===== config.mk =====
export PLATFORM = sky130hd
export DESIGN_NAME = apb_master_arbiter
export DESIGN_NICKNAME = d
export VERILOG_FILES = /design/src/rtl/apb_master_arbiter.sv
export SDC_FILE = /design/constraint.sdc
export NUM_CORES = 1
export LEC_CHECK = 0
export ABC_CLOCK_PERIOD_IN_PS = 1590
export CAP_MARGIN = 20
export CORE_ASPECT_RATIO = 0.8
export CORE_UTILIZATION = 31
export CTS_BUF_LIST = sky130_fd_sc_hd__clkbuf_4 sky130_fd_sc_hd__clkbuf_8 sky130_fd_sc_hd__clkbuf_16
export DETAILED_ROUTE_END_ITERATION = 8
export GPL_TIMING_DRIVEN = 1
export MAX_ROUTING_LAYER = met4
export PLACE_DENSITY = 0.68
export SLEW_MARGIN = 25
export SYNTH_ARGS = -nofsm -noshare
export SYNTH_HDL_FRONTEND = slang
export SYNTH_SLANG_ARGS = --single-unit
export TNS_END_PERCENT = 10

===== constraint.sdc =====
create_clock -name clk_i -period 1.59 [get_ports clk_i]
set_input_delay 0.159 -clock clk_i [delete_from_list [all_inputs] [get_ports clk_i]]
set_output_delay 0.159 -clock clk_i [all_outputs]
set_load 0.005 [all_outputs]

===== src/rtl/apb_master_arbiter.sv =====
// Round-robin arbiter that shares one APB master port between NumReq requesters.
// It runs the SETUP/ACCESS sequence and ends stalled transfers with an error after a timeout.
module apb_master_arbiter #(
    parameter int unsigned NumReq        = 2,
    parameter int unsigned TimeoutCycles = 256
) (
    input  logic                  clk_i,
    input  logic                  rst_ni,
    input  logic [NumReq-1:0]     req_valid_i,
    output logic [NumReq-1:0]     req_ready_o,
    input  logic [NumReq*32-1:0]  req_addr_i,
    input  logic [NumReq-1:0]     req_write_i,
    input  logic [NumReq*32-1:0]  req_wdata_i,
    input  logic [NumReq*4-1:0]   req_strb_i,
    input  logic [NumReq*3-1:0]   req_prot_i,
    output logic [NumReq-1:0]     rsp_valid_o,
    output logic [31:0]           rsp_rdata_o,
    output logic                  rsp_err_o,
    output logic [72:0]           apb_req_o,
    output logic                  apb_psel_o,
    input  logic [33:0]           apb_resp_i
);
    // state  | meaning
    // IDLE   | no transfer in flight; arbitrate among valid requesters
    // SETUP  | psel high, penable low, exactly one cycle
    // ACCESS | psel and penable high until pready or timeout
    typedef enum logic [1:0] {IDLE, SETUP, ACCESS} state_e;

    typedef struct packed {
        logic        pready;
        logic [31:0] prdata;
        logic        pslverr;
    } apb_resp_t;

    localparam int unsigned IdxW = (NumReq > 1) ? $clog2(NumReq) : 1;
    localparam int unsigned CntW = (TimeoutCycles > 1) ? $clog2(TimeoutCycles) : 1;

    state_e            state_q, state_d;
    logic [IdxW-1:0]   ptr_q, ptr_d;
    logic [IdxW-1:0]   idx_q, idx_d;
    logic [31:0]       addr_q, addr_d;
    logic              write_q, write_d;
    logic [31:0]       wdata_q, wdata_d;
    logic [3:0]        strb_q, strb_d;
    logic [2:0]        prot_q, prot_d;
    logic [CntW-1:0]   cnt_q, cnt_d;
    logic [NumReq-1:0] rsp_valid_q, rsp_valid_d;
    logic [31:0]       rsp_rdata_q, rsp_rdata_d;
    logic              rsp_err_q, rsp_err_d;

    apb_resp_t       resp;
    logic [IdxW-1:0] win;
    logic            win_found;
    logic [31:0]     sel_addr;
    logic            sel_write;
    logic [31:0]     sel_wdata;
    logic [3:0]      sel_strb;
    logic [2:0]      sel_prot;
    logic            timeout_hit;

    assign resp = apb_resp_i;
    assign timeout_hit = (TimeoutCycles != 0) && (cnt_q == CntW'(TimeoutCycles - 1));

    // Two passes: requesters above the pointer first, then wrap around to the rest.
    always_comb begin
        win       = '0;
        win_found = 1'b0;
        for (int j = 0; j < NumReq; j++) begin
            if (!win_found && req_valid_i[j] && (j > int'(ptr_q))) begin
                win       = IdxW'(j);
                win_found = 1'b1;
            end
        end
        for (int j = 0; j < NumReq; j++) begin
            if (!win_found && req_valid_i[j] && (j <= int'(ptr_q))) begin
                win       = IdxW'(j);
                win_found = 1'b1;
            end
        end
    end

    always_comb begin
        sel_addr  = '0;
        sel_write = 1'b0;
        sel_wdata = '0;
        sel_strb  = '0;
        sel_prot  = '0;
        for (int j = 0; j < NumReq; j++) begin
            if (win == IdxW'(j)) begin
                sel_addr  = req_addr_i[j*32 +: 32];
                sel_write = req_write_i[j];
                sel_wdata = req_wdata_i[j*32 +: 32];
                sel_strb  = req_strb_i[j*4 +: 4];
                sel_prot  = req_prot_i[j*3 +: 3];
            end
        end
    end

    always_comb begin
        state_d     = state_q;
        ptr_d       = ptr_q;
        idx_d       = idx_q;
        addr_d      = addr_q;
        write_d     = write_q;
        wdata_d     = wdata_q;
        strb_d      = strb_q;
        prot_d      = prot_q;
        cnt_d       = cnt_q;
        rsp_valid_d = '0;
        rsp_rdata_d = rsp_rdata_q;
        rsp_err_d   = rsp_err_q;
        req_ready_o = '0;
        unique case (state_q)
            IDLE: begin
                // Gating with rst_ni keeps ready low while reset is held.
                if (win_found && rst_ni) begin
                    req_ready_o[win] = 1'b1;
                    ptr_d   = win;
                    idx_d   = win;
                    addr_d  = sel_addr;
                    write_d = sel_write;
                    wdata_d = sel_wdata;
                    strb_d  = sel_write ? sel_strb : 4'b0;
                    prot_d  = sel_prot;
                    state_d = SETUP;
                end
            end
            SETUP: begin
                cnt_d   = '0;
                state_d = ACCESS;
            end
            ACCESS: begin
                if (resp.pready) begin
                    rsp_valid_d[idx_q] = 1'b1;
                    rsp_rdata_d        = write_q ? 32'd0 : resp.prdata;
                    rsp_err_d          = resp.pslverr;
                    state_d            = IDLE;
                end else if (timeout_hit) begin
                    rsp_valid_d[idx_q] = 1'b1;
                    rsp_rdata_d        = 32'd0;
                    rsp_err_d          = 1'b1;
                    state_d            = IDLE;
                end else begin
                    cnt_d = cnt_q + CntW'(1);
                end
            end
            default: state_d = IDLE;
        endcase
    end

    always_ff @(posedge clk_i or negedge rst_ni) begin
        if (!rst_ni) begin
            state_q     <= IDLE;
            ptr_q       <= IdxW'(NumReq - 1);
            idx_q       <= '0;
            addr_q      <= '0;
            write_q     <= 1'b0;
            wdata_q     <= '0;
            strb_q      <= '0;
            prot_q      <= '0;
            cnt_q       <= '0;
            rsp_valid_q <= '0;
            rsp_rdata_q <= '0;
            rsp_err_q   <= 1'b0;
        end else begin
            state_q     <= state_d;
            ptr_q       <= ptr_d;
            idx_q       <= idx_d;
            addr_q      <= addr_d;
            write_q     <= write_d;
            wdata_q     <= wdata_d;
            strb_q      <= strb_d;
            prot_q      <= prot_d;
            cnt_q       <= cnt_d;
            rsp_valid_q <= rsp_valid_d;
            rsp_rdata_q <= rsp_rdata_d;
            rsp_err_q   <= rsp_err_d;
        end
    end

    // Layout: paddr, pprot, penable, pwrite, pwdata, pstrb (MSB first).
    assign apb_req_o   = {addr_q, prot_q, (state_q == ACCESS), write_q, wdata_q, strb_q};
    assign apb_psel_o  = (state_q != IDLE);
    assign rsp_valid_o = rsp_valid_q;
    assign rsp_rdata_o = rsp_rdata_q;
    assign rsp_err_o   = rsp_err_q;

endmodule

==> impl_metrics.ini, run 1 <==
[run_status]
status = finished with violations
violations = setup timing

[floorplan]
row_count = 43
start_util_pct = 31.8
dieArea_mm2 = 0.0184
core-area_mm2 = 0.0174
die_w_um = 151
die_h_um = 121
num_io_pins = 293

[worst_setup_path]
cp_max_fo = 8
cp-start-kind = register
critPathArrivalTime_ns = 1.99
rrSetupSlack_ns = -0.11
crit_path_end_kind = register
cp.required_ns = 1.88
path_class = register to register

[drt]
drt_iter0_markers = 279
avgViaCountPerCell = 4.76
vias = 5319
drt_first_pass_iters = 5
drc = 0
drt-total-wl_um = 18500
wl_per_cell_um = 16.5
ant_nets = 0

[placed_design]
routabilityCongestion = 0.785
place_inst = 1072
dp_hpwl_um = 12200
port_buffers = 292

[timing]
slew_viol_final = 0
setup_viol = 53
rsz0062_at_grt = yes
finClkSkew_ns = 0.00941
whs_ns = 0.207
min_period_ns = 1.70
final_hold_viol_count = 0
worstMarginPinSlew_ns = 0.656
fmax_mhz = 588
layout_setup_ws_ns = -0.110
max_slew_margin_pct = 56.3
post-route-period-util_pct = 107
tns_ns = -2.98

[synth]
netlist_instances = 543
avgSynthCellArea_um2 = 10.2
ys_seq_elements = 119
synth_cell_types = 42
synth-seq-area-share_pct = 53.9
synth_nets = 729
yosysWarnings = 0
synth_area_mm2 = 0.00552

[clock_tree]
cts_buffers = 17
cts_num_sinks = 119
cts_tree = done
clock_insertion_delay_worst_skew_ns = 0.41
path_clk_slew_ns = 0.06
ctsHtreeMaxLevel = 4
root_buffer = clkbuf_16
cts.path.max_buffers = 2

[global_routing]
grt_pass1_wl_um = 26300
grt_pass1_vias = 5107
antenna_found_initial = 0
track_usage_pct = 19.3
grt_max_degree = 117
grt.overflow.total = 0

[power_and_ir_drop]
worst_ir_drop_vdd_v = 0.000653
power_density_mw_per_mm2 = 1500
leakage_nw = 4.55

[cells_and_area]
nets = 1067
drive_gt1_share_pct = 17.7
fillers = 1476
area_growth_pct = 83.1
num_antenna_cells = 0
fin_cells = 1117

[flow_run]
maxCapViolCount = 0

[min_path]
hold_class = input port to asynchronous set/reset pin
-- synthesized netlist by cell type --
library cell / count / area (um^2)
o31ai_4: 1 / 21.3
nor4b_1: 1 / 8.76
a21oi_1: 2 / 10.0
buf_6: 9 / 101
o311ai_0: 2 / 17.5
ha_1: 4 / 50.1
or4_1: 2 / 15.0
o21ai_0: 101 / 505
buf_2: 16 / 80.1
nand4_1: 32 / 200
nand2_1: 86 / 323
a21o_1: 3 / 22.5
inv_1: 40 / 150
clkbuf_1: 15 / 56.3
a21boi_0: 1 / 7.51
o22a_1: 1 / 8.76
mux2i_1: 71 / 711
mux2_4: 1 / 15.0
nor2b_1: 1 / 6.26
buf_4: 2 / 15.0
o21ai_2: 1 / 8.76
a31oi_1: 1 / 6.26
o21ai_1: 4 / 20.0
nand3_1: 7 / 35.0
dfrtp_1: 118 / 2950
and2_1: 1 / 6.26
o211ai_1: 2 / 15.0
nor3_1: 1 / 5.00
o311ai_1: 1 / 8.76
or3_1: 1 / 6.26
and3_1: 1 / 6.26
nor2_1: 3 / 11.3
nand4_2: 1 / 12.5
or4b_2: 1 / 10.0
or2_2: 1 / 6.26
o221ai_1: 2 / 17.5
dfstp_2: 1 / 26.3
a21bo_2: 1 / 10.0
o311a_1: 1 / 10.0
nor4_1: 1 / 6.26
a31o_2: 1 / 8.76
o32a_1: 1 / 10.0
-- cells in the final DEF, fill, tap and decap left out, drive strengths merged, types with 2 or more instances in the layout --
master,n
a21oi,2
nand3,7
or4,2
nand4,33
bufinv,3
o211ai,2
buf,67
o21ai,106
nand2,86
clkinv,5
o221ai,2
mux2i,71
clkbuf,27
inv,40
dfrtp,118
o311ai,3
a21o,3
nor2,3
ha,4
clkdlybuf4s50,287
-- what timing repair did --
item,CTS,global route
endpoints found under the setup margin,116,117
hold endpoints to repair,3,0
pin swaps,8,6
resized for setup,62,91
gates cloned,4,5
setup buffers,4,1
hold buffers,1,0
-- metal layers --
layer  vias to the layer above  wire (um)  GRT usage (%)
li1                       2564          -              -
met1                      2545       8110           24.5
met2                       195       8860           29.9
met3                        15       1340           5.34
met4                         0        181           5.63
met5                         -          0              -
-- power breakdown --
group          switching [mW]  total [mW]  internal (mW)
clock                    1.38        3.93           2.55
sequential              0.637        4.84           4.20
combinational            2.63        6.40           3.77
-- stage by stage --
step / util, % / power, mW / instance area (um^2) / setup slack, ns
after floorplan: - / 6.94 / 5550 / -0.0211
after global placement: 51.6 / 10.5 / 8970 / -0.360
after detailed placement: 51.6 / 10.6 / 8970 / -0.366
after CTS: 56.4 / 14.8 / 9790 / -0.142
after global routing: 58.2 / 16.1 / 10100 / -0.171
final: 58.2 / 15.2 / 10100 / -0.110
-- path summary, 6_finish.rpt --
| path | from | to | cells past startpoint |
|---|---|---|---|
| max | cnt_q[0] | rsp_rdata_o[5] | 7 |
| min | rst_ni | rsp_rdata_o[25] | 3 |
| max reg2reg | cnt_q[0] | rsp_rdata_o[5] | 7 |
| min reg2reg | wdata_q[2] | wdata_q[2] | 2 |
| max in group asynchronous | rst_ni | addr_q[5] | 4 |
| min in group clk_i | rst_ni | state_q[0] | 5 |
-- state kept, by name, summed over array words and instances, names as in the netlist --
signal and flops:
rsp_err_o 1, rsp_rdata_o 32, write_q 1, strb_q 4, state_q 2, cnt_q 8
ptr_q 1, rsp_valid_o 2, wdata_q 32, addr_q 32, prot_q 3, idx_q 1
-- cell type report --
cell class	count	area, um^2	share of cell area [%]
Multi-Input combinational cell	342	2370	23.5
Clock inverter	9	126	1.25
Sequential cell	119	2980	29.4
Timing Repair Buffer	361	3740	36.9
Inverter	40	150	1.48
Clock buffer	21	468	4.63
Tap cell	225	282	2.78
-- worst max-delay path: stages, from the launching register on --
cell and delay (ns):
dfrtp_1 0.36, ha_2 0.22, nand2_4 0.06, o31ai_4 0.22, buf_4 0.17, and2_4 0.28
clkbuf_16 0.21, o21ai_1 0.06
-- kinds of logic after synthesis --
| logic type | count (synthesis) | share of synthesized area (%) |
|---|---|---|
| simple gates | 140 | 11.9 |
| mux | 72 | 13.1 |
| fa+ha+maj | 4 | 0.906 |
| compound gates | 126 | 12.8 |
| buf+inv | 82 | 7.29 |
| flops | 119 | 53.9 |
No activity file was read; power rests on OpenSTA's default activity.
==> inputs of run 2 (changes only) <==
--- a/config.mk
+++ b/config.mk
@@ -8,12 +8,12 @@
 export ABC_CLOCK_PERIOD_IN_PS = 1590
 export CAP_MARGIN = 20
 export CORE_ASPECT_RATIO = 0.8
-export CORE_UTILIZATION = 31
+export CORE_UTILIZATION = 32
 export CTS_BUF_LIST = sky130_fd_sc_hd__clkbuf_4 sky130_fd_sc_hd__clkbuf_8 sky130_fd_sc_hd__clkbuf_16
 export DETAILED_ROUTE_END_ITERATION = 8
 export GPL_TIMING_DRIVEN = 1
 export MAX_ROUTING_LAYER = met4
-export PLACE_DENSITY = 0.68
+export PLACE_DENSITY = 0.7
 export SLEW_MARGIN = 25
 export SYNTH_ARGS = -nofsm -noshare
 export SYNTH_HDL_FRONTEND = slang
==> impl_metrics.ini, run 2 (synthesis gave the netlist of run 1 again) <==
[timing]
slew_viol_final = 0
fmax_mhz = 557
rsz0062_at_grt = yes
layout_setup_ws_ns = -0.207
whs_ns = 0.316
worstMarginPinSlew_ns = 0.520
finClkSkew_ns = 0.00788
post-route-period-util_pct = 113
setup_viol = 92
tns_ns = -9.97
min_period_ns = 1.80
max_slew_margin_pct = 65.4
final_hold_viol_count = 0

[worst_setup_path]
path_class = register to primary output
critPathLaunch = state_q[0]
cp_max_fo = 3
cp-endpoint = req_ready_o[0]
rrSetupSlack_ns = -0.21
cp.required_ns = 1.43
r2r-start = state_q[0]
reg2reg_depth = 10
cp-start-kind = register
critPathArrivalTime_ns = 1.64
worstReg2RegEnd = addr_q[4]
crit_path_end_kind = primary output

[floorplan]
die_w_um = 149
core-area_mm2 = 0.0167
row_count = 42
die_h_um = 120
start_util_pct = 33.1
num_io_pins = 293
dieArea_mm2 = 0.0178

[global_routing]
grt.overflow.total = 0
grt_max_degree = 90
grt_pass1_vias = 5220
antenna_found_initial = 0
grt_pass1_wl_um = 27300
track_usage_pct = 20.4

[clock_tree]
clock_insertion_delay_worst_skew_ns = 0.41
ctsHtreeMaxLevel = 4
cts_num_sinks = 119
cts.path.max_buffers = 2
cts_buffers = 17
path_clk_slew_ns = 0.05
root_buffer = clkbuf_16
cts_tree = done

[run_status]
status = finished with violations
violations = setup timing

[drt]
drt_iter0_markers = 242
avgViaCountPerCell = 4.78
wl_per_cell_um = 16.1
drc = 0
vias = 5308
ant_nets = 0
drt_first_pass_iters = 4
drt-total-wl_um = 17800

[cells_and_area]
drive_gt1_share_pct = 16.0
final_common_cell = clkdlybuf4s50_1
nets = 1064
area_growth_pct = 80.9
fin_area_mm2 = 0.00999
layout_common_cells = clkdlybuf4s50_1, dfrtp_1, nand2_1
num_antenna_cells = 0

[min_path]
hold_class = input port to register
min_path_cells = 5

[placed_design]
dp_hpwl_um = 12400
routabilityCongestion = 0.807
placed_area_mm2 = 0.00894
port_buffers = 292

[flow_run]
maxCapViolCount = 0

[power_and_ir_drop]
worst_ir_drop_vdd_v = 0.000770
power_density_mw_per_mm2 = 1540
finalPower_mw = 15.4
leakage_nw = 4.48
==> run 2: what timing repair did <==
item / CTS / global route
setup buffers: 7 / 3
hold endpoints to repair: 30 / 0
cloned: 1 / 7
setup endpoints to repair: 93 / 115
pin swaps: 7 / 8
gates resized for setup: 54 / 83
hold buffers: 1 / 0
==> run 2: layout make-up <==
type                       instances  area, um^2
clock buffer                      23         495
clock inverter                     8         120
fill                            1447        6720
inverter                          40         153
multi-input combinational        342        2300
sequential                       119        2980
tap                              220         275
timing repair buffer             358        3670
==> run 2: worst max-delay path, stage by stage (launching register included) <==
cell     delay, ns
dfrtp_1       0.40
inv_2         0.10
ha_4          0.14
inv_2         0.03
or2_4         0.25
buf_6         0.12
nor2_4        0.07
buf_6         0.10
==> run 2: report_power, final <==
part	leakage (nW)	total (mW)	internal [mW]	switching, mW
clock	0.302	4.00	2.65	1.35
combinational	2.66	6.56	3.91	2.65
sequential	1.52	4.84	4.20	0.634
total	4.48	15.4	10.8	4.64
==> run 2: through the flow <==
step                utilization [%]  worst slack (ns)  cells
floorplan                         -           -0.0211    543
global placement               53.5            -0.317   1062
detailed placement             53.5            -0.329   1062
CTS                            58.1            -0.217   1100
global route                   59.8            -0.260   1110
finish                         59.8            -0.207   1110
==> run 2: worst min-delay path by stage <==
stage	slack, ns	start	endpoint
after global placement	0.26	rst_ni	state_q[0]
after global routing	0.31	apb_resp_i[4]	rsp_rdata_o[3]
after CTS	0.30	rst_ni	state_q[0]
after detailed placement	0.25	rst_ni	state_q[0]
final	0.32	rst_ni	state_q[0]
after floorplan	-0.14	rst_ni	addr_q[0]
==> run 2: routing by layer <==
layer	routed length, um	GRT usage (%)	part of all wire, %	vias to the layer above
met4	282	5.87	1.6	0
met2	8630	32.4	48	207
met5	0	-	0	-
met1	7720	25.2	43	2517
met3	1220	6.01	6.8	26
li1	-	-	-	2558
==> inputs of run 3 (changes only) <==
--- a/config.mk
+++ b/config.mk
@@ -14,7 +14,7 @@
 export GPL_TIMING_DRIVEN = 1
 export MAX_ROUTING_LAYER = met4
 export PLACE_DENSITY = 0.7
-export SLEW_MARGIN = 25
+export SLEW_MARGIN = 10
 export SYNTH_ARGS = -nofsm -noshare
 export SYNTH_HDL_FRONTEND = slang
 export SYNTH_SLANG_ARGS = --single-unit
==> results of run 3 <==
No change in the layout: final DEF, timing and power equal those of run 2.
